$ cat src/rtl/cv32e40p_pkg.sv
// -----------------------------------------------------------------------------
// cv32e40p_pkg
// Shared types for the instruction-side OBI adapter.
//   instr_obi_state_e : adapter request state
//     TRANSPARENT - the prefetch request passes straight through to OBI
//     REGISTERED  - a request is stalled, so the address is held from a register
// -----------------------------------------------------------------------------
package cv32e40p_pkg;

  typedef enum logic [0:0] {
    TRANSPARENT = 1'b0,
    REGISTERED  = 1'b1
  } instr_obi_state_e;

endpackage : cv32e40p_pkg

$ cat src/rtl/cv32e40p_instr_obi_adapter.sv
// -----------------------------------------------------------------------------
// cv32e40p_instr_obi_adapter
// Connects the prefetch controller's transaction interface to the core's
// instruction-side OBI master port. It does three things:
//   - turns trans_valid/trans_ready into OBI req/gnt
//   - keeps the OBI address stable while a request waits for its grant
//   - limits accepted-but-unanswered transactions to MAX_OUTSTANDING
// Responses go back to the prefetch controller and the fetch FIFO as resp_*.
//
// Configuration macro:
//   CV32E40P_INSTR_OBI_RESP_REG_EN - when defined, the response path is
//   registered (one cycle of latency). When undefined, responses pass through
//   combinationally.
//
// Ports:
//   clk, rst_n          core clock, asynchronous active-low reset
//   trans_valid_i       transaction request from the prefetch controller
//   trans_ready_o       transaction accepted when valid && ready
//   trans_addr_i        transaction address (may change until accepted)
//   resp_valid_o        response valid (the consumer is always ready)
//   resp_rdata_o        response instruction word
//   resp_err_o          response bus error
//   obi_req_o/gnt_i     OBI address-phase handshake
//   obi_addr_o          OBI address
//   obi_rvalid_i        OBI response valid
//   obi_rdata_i/err_i   OBI response data / error
//   outstanding_o       count of granted transactions not yet answered
//   busy_o              transactions in flight or request pending
//   proto_err_o         sticky: rvalid arrived with nothing outstanding
// -----------------------------------------------------------------------------
module cv32e40p_instr_obi_adapter
  import cv32e40p_pkg::*;
#(
  parameter  int unsigned MAX_OUTSTANDING = 4,
  localparam int unsigned CNT_W           = $clog2(MAX_OUTSTANDING + 1)
) (
  input  logic             clk,
  input  logic             rst_n,
  input  logic             trans_valid_i,
  output logic             trans_ready_o,
  input  logic [31:0]      trans_addr_i,
  output logic             resp_valid_o,
  output logic [31:0]      resp_rdata_o,
  output logic             resp_err_o,
  output logic             obi_req_o,
  input  logic             obi_gnt_i,
  output logic [31:0]      obi_addr_o,
  input  logic             obi_rvalid_i,
  input  logic [31:0]      obi_rdata_i,
  input  logic             obi_err_i,
  output logic [CNT_W-1:0] outstanding_o,
  output logic             busy_o,
  output logic             proto_err_o
);

  localparam logic [CNT_W-1:0] MAX_CNT = CNT_W'(MAX_OUTSTANDING);

  instr_obi_state_e state_q;
  logic [31:0]      addr_q;
  logic [CNT_W-1:0] cnt_q;
  logic             proto_err_q;

  logic             space;
  logic             req_int;
  logic             ready_int;
  logic [31:0]      addr_int;
  logic             cnt_inc;
  logic             cnt_dec;
  logic             resp_pending;

  // A response arriving this cycle frees its slot immediately.
  assign space = (cnt_q < MAX_CNT) || obi_rvalid_i;

  // NOTE: every output of this block gets a default first, so no path through
  // the case can leave one unassigned and infer a latch.
  always_comb begin
    req_int   = 1'b0;
    ready_int = 1'b0;
    addr_int  = trans_addr_i;
    case (state_q)
      TRANSPARENT: begin
        req_int   = trans_valid_i && space;
        ready_int = space;
        addr_int  = trans_addr_i;
      end
      REGISTERED: begin
        req_int   = 1'b1;
        ready_int = 1'b0;
        addr_int  = addr_q;
      end
      default: ;
    endcase
  end

  // Outputs go quiet while reset is asserted, even before the first clock edge.
  assign obi_req_o     = req_int && rst_n;
  assign trans_ready_o = ready_int && rst_n;
  assign obi_addr_o    = rst_n ? addr_int : 32'h0;

  // The address-phase state machine. Once a request has been issued without
  // a grant, it is committed: the address is held and new transactions are
  // blocked until the grant arrives.
  // NOTE: state registers use non-blocking assignments, so every flop in the
  // block samples the values from before the clock edge.
  always_ff @(posedge clk or negedge rst_n) begin
    if (!rst_n) begin
      state_q <= TRANSPARENT;
      addr_q  <= 32'h0;
    end else begin
      case (state_q)
        TRANSPARENT: begin
          if (req_int && !obi_gnt_i) begin
            addr_q  <= trans_addr_i;
            state_q <= REGISTERED;
          end
        end
        REGISTERED: begin
          if (obi_gnt_i) begin
            state_q <= TRANSPARENT;
          end
        end
        default: state_q <= TRANSPARENT;
      endcase
    end
  end

  // Outstanding counter. A response with nothing outstanding does not
  // decrement; instead it flags a protocol error.
  assign cnt_inc = req_int && obi_gnt_i;
  assign cnt_dec = obi_rvalid_i && (cnt_q != '0);

  always_ff @(posedge clk or negedge rst_n) begin
    if (!rst_n) begin
      cnt_q       <= '0;
      proto_err_q <= 1'b0;
    end else begin
      case ({cnt_inc, cnt_dec})
        2'b10:   cnt_q <= cnt_q + CNT_W'(1);
        2'b01:   cnt_q <= cnt_q - CNT_W'(1);
        default: cnt_q <= cnt_q;
      endcase
      if (obi_rvalid_i && (cnt_q == '0)) begin
        proto_err_q <= 1'b1;
      end
    end
  end

  assign outstanding_o = cnt_q;
  assign proto_err_o   = proto_err_q;

`ifdef CV32E40P_INSTR_OBI_RESP_REG_EN
  logic        resp_valid_q;
  logic [31:0] resp_rdata_q;
  logic        resp_err_q;

  // The counter has already dropped when the response sits in this register,
  // so the register's valid bit is what keeps busy_o asserted until delivery.
  always_ff @(posedge clk or negedge rst_n) begin
    if (!rst_n) begin
      resp_valid_q <= 1'b0;
      resp_rdata_q <= 32'h0;
      resp_err_q   <= 1'b0;
    end else begin
      resp_valid_q <= obi_rvalid_i;
      resp_rdata_q <= obi_rdata_i;
      resp_err_q   <= obi_err_i;
    end
  end

  assign resp_valid_o = resp_valid_q;
  assign resp_rdata_o = resp_rdata_q;
  assign resp_err_o   = resp_err_q;
  assign resp_pending = resp_valid_q;
`else
  assign resp_valid_o = obi_rvalid_i;
  assign resp_rdata_o = obi_rdata_i;
  assign resp_err_o   = obi_err_i;
  assign resp_pending = 1'b0;
`endif

  assign busy_o = (cnt_q != '0) || obi_req_o || resp_pending;

endmodule : cv32e40p_instr_obi_adapter

$ cat config.mk
export PLATFORM = sky130hd
export DESIGN_NAME = cv32e40p_instr_obi_adapter
export DESIGN_NICKNAME = d
export VERILOG_FILES = /design/src/rtl/cv32e40p_pkg.sv /design/src/rtl/cv32e40p_instr_obi_adapter.sv
export SDC_FILE = /design/constraint.sdc
export NUM_CORES = 1
export LEC_CHECK = 0
export ABC_CLOCK_PERIOD_IN_PS = 2300
export CAP_MARGIN = 20
export CORE_MARGIN = 2
export CORE_UTILIZATION = 37
export DETAILED_ROUTE_END_ITERATION = 7
export PLACE_DENSITY_LB_ADDON = 0.2
export SETUP_SLACK_MARGIN = 0.15
export SYNTH_ARGS = -nofsm -noshare
export SYNTH_HDL_FRONTEND = slang
export SYNTH_SLANG_ARGS = --single-unit
$ cat constraint.sdc
create_clock -name clk -period 2.3 [get_ports clk]
set_clock_uncertainty 0.05 [all_clocks]
set_input_delay 0.575 -clock clk [delete_from_list [all_inputs] [get_ports clk]]
set_output_delay 0.575 -clock clk [all_outputs]
set_load 0.05 [all_outputs]
==> results.tsv <==
stage	metric	value	unit
cells_and_area	share of cells above drive strength 1	41.1	%
logic_synthesis	post-synthesis async set-or-reset flop share	100	%
floorplanning	die area	0.00664	mm^2
logic_synthesis	Area contributors post-synth	dfrtp_1 42%, mux2_2 15%, mux2i_1 15%, buf_4 12%, nor2_1 5.9%	
clock_tree	CTS root buf	clkbuf_8	
power_and_ir_drop	PD cells	974	mW/mm^2
logic_synthesis	area fraction of the dominant cell type after synthesis	41.7	%
placement	dpl hpwl	3230	um
timing	# setup viols final	0	
global_route	vias in the first global route	1578	
floorplanning	Core Box Area	0.00585	mm^2
routing	DRC violation count after routing	0	
routing	antenna-violating nets left	0	
clock_tree	CTS max path bufs	2	
logic_synthesis	Yosys warning total	0	
critical_path	CP max FO	2	
clock_tree	Clk Latency, worst-skew pair	0.28	ns
global_route	GRT Util Overall	14.9	%
placement	placed instance count	314	
critical_path	Setup crit start kind	primary input	
floorplanning	I/O Pins	143	
logic_synthesis	EDFF count, synth	0	
timing	Relative slew margins	64.5	%
placement	dpl ws	-0.254	ns
clock_tree	TritonCTS clock tree	yes	
clock_tree	Reg clk slew, reported paths	0.07	ns
logic_synthesis	Avg Cell Area, Syn	11.1	um^2
clock_tree	CTS sink cnt	37	
logic_synthesis	count leader, synth	dfrtp_1	
critical_path	Worst Path Required	1.67	ns
timing	FMAX	473	MHz
floorplanning	Initial Utilization	38.0	%
logic_synthesis	synth unique cells	22	
timing	setup ws final	0.186	ns
global_route	largest net degree at the start of global routing	38	
routing	Vias	1539	
timing	Final min period	2.11	ns
placement	Post-DP Area	0.00320	mm^2
critical_path	WS Path Type	in2out	
logic_synthesis	synthesized area	0.00222	mm^2
cells_and_area	Finished Layout Cells	323	
clock_tree	Num CTS Buffers	5	
cells_and_area	area delta synth->final	52.3	%
critical_path	Reg-to-Reg Start	state_q	
routing	WL final	4680	um
placement	GP Congestion	0.808	
routing	Iter 0 DRT Violations	42	
global_route	antenna violations before repair	0	
timing	Fin. Hold Viols	0	
logic_synthesis	synthesized net count	272	
routing	drt wl/cell	14.5	um
cells_and_area	Final nets	319	
power_and_ir_drop	peak supply drop	0.470	mV
clock_tree	post-cts hold buffer count	0	
clock_tree	total number of H-tree levels	2	
timing	Slew @ Worst Pin	0.531	ns
logic_synthesis	Seq/Total Area, Yosys	41.7	%
routing	drt pass-1 iters	4	
job	MaxCap Viol Count	0	
logic_synthesis	Primary FF master, synth	dfrtp_1	
outcome	outcome	finished clean	
critical_path	Critical Path AT	1.49	ns
cells_and_area	design area	0.00338	mm^2
floorplanning	# rows	28	
timing	unrepaired setup endpoints after global routing	no	
global_route	first-pass GRT wire length	7390	um
timing	period utilisation layout	91.9	%
floorplanning	Die Width	81.5	um
timing	setup tns final	0	ns
cells_and_area	Antenna Cells	0	
timing	count of pins over their slew limit	0	
logic_synthesis	Yosys reg bits	37	
critical_path	Critical Path End Type	primary output	
power_and_ir_drop	static leakage power	1.43	nW
placement	port bufs	76	
floorplanning	Die Ht	81.5	um
global_route	total gr overflow	0	
min_path	hold crit path type	in2async	
critical_path	Critical Path Start	trans_addr_i[28]	
logic_synthesis	most area-hungry cell type in the Yosys netlist	dfrtp_1	
routing	Vias/cell	4.76	
power_and_ir_drop	total chip power	3.29	mW
logic_synthesis	most frequent cells after synthesis	37 x dfrtp_1, 35 x buf_4, 35 x nor2_1	
logic_synthesis	Syn Inst Count	200	
## registers in the layout, indices dropped and copies added (netlist names)
register       count
addr_q            32
outstanding_o      3
state_q            1
proto_err_o        1
## cells by family (layout without fill, tap and decap cells)
| kind of cell | after synthesis | count (layout) | share of synthesized area [%] |
|---|---|---|---|
| muxes | 65 | 65 | 31.1 |
| DFF | 37 | 37 | 41.7 |
| and+or+nand+nor | 42 | 42 | 8.56 |
| adders and majority gates | 2 | 2 | 1.46 |
| AOI/OAI and AO/OA | 3 | 3 | 0.788 |
| xor gates and xnor gates | 3 | 3 | 1.18 |
| buffers and inverters | 48 | 96 | 15.2 |
## repair_timing
item,4_1_cts,5_1_grt
hold endpoints to repair,0,0
setup endpoints to repair,32,14
buffers inserted,1,0
gates resized for setup,8,13
pin swaps,1,1
gates cloned,0,0
## report_power, final
| group | switching [mW] | internal [mW] |
|---|---|---|
| sequential | 0.158 | 0.918 |
| combinational | 0.830 | 0.802 |
| clock | 0.233 | 0.354 |
| total | 1.22 | 2.07 |
## routing by layer
metal | vias up | track usage, % | part of all wire [%]
met5 | - | 0 | 0
met2 | 60 | 23.0 | 46
met4 | 0 | 6.95 | 2.5
met1 | 738 | 18.2 | 42
li1 | 726 | - | -
met3 | 15 | 5.82 | 9.2
## critical path: stages
cell and delay [ns]:
clkdlybuf4s50_1 0.47, mux2i_1 0.07, nor2_1 0.20, buf_12 0.17
## area by class of cell
cell class	count	area [um^2]
Clock inverter	1	30.0
Clock buffer	7	86.3
Sequential cell	37	928
Tap cell	75	93.8
Timing Repair Buffer	84	1200
Fill cell	464	2470
Multi-Input combinational cell	115	1020
Inverter	4	15.0
## through the flow
step,util (%),hold slack (ns)
finish,57.8,0.294
global route,57.8,0.331
CTS,57.2,0.309
detailed placement,54.6,0.412
global placement,54.6,0.413
floorplan,-,0.229
## final timing paths
kind	to	slack, ns	cells past startpoint
min reg2reg	proto_err_o	0.42	1
min	addr_q[17]	0.29	2
min in group clk	proto_err_o	0.42	1
max	obi_addr_o[28]	0.19	4
max reg2reg	outstanding_o[2]	0.29	9
max in group asynchronous	state_q	1.54	2
## placed cells by master (no fill, tap or decap), drive strengths merged
master / synthesis / layout
inv: 3 / 3
nor2: 35 / 35
nor3: 2 / 2
dfrtp: 37 / 37
mux2i: 33 / 33
a21o: 1 / 1
nand2b: 2 / 2
mux2: 32 / 32
clkinv: 1 / 1
a21oi: 1 / 1
nor2b: 2 / 2
dlymetal6s2s: 0 / 2
dlygate4sd2: 0 / 2
xnor2: 1 / 1
o21ai: 1 / 1
ha: 1 / 1
buf: 41 / 45
clkdlybuf4s50: 0 / 35
fa: 1 / 1
bufinv: 0 / 1
nor4b: 1 / 1
xor2: 2 / 2
clkbuf: 3 / 7
(Power assumes the default switching activity.)
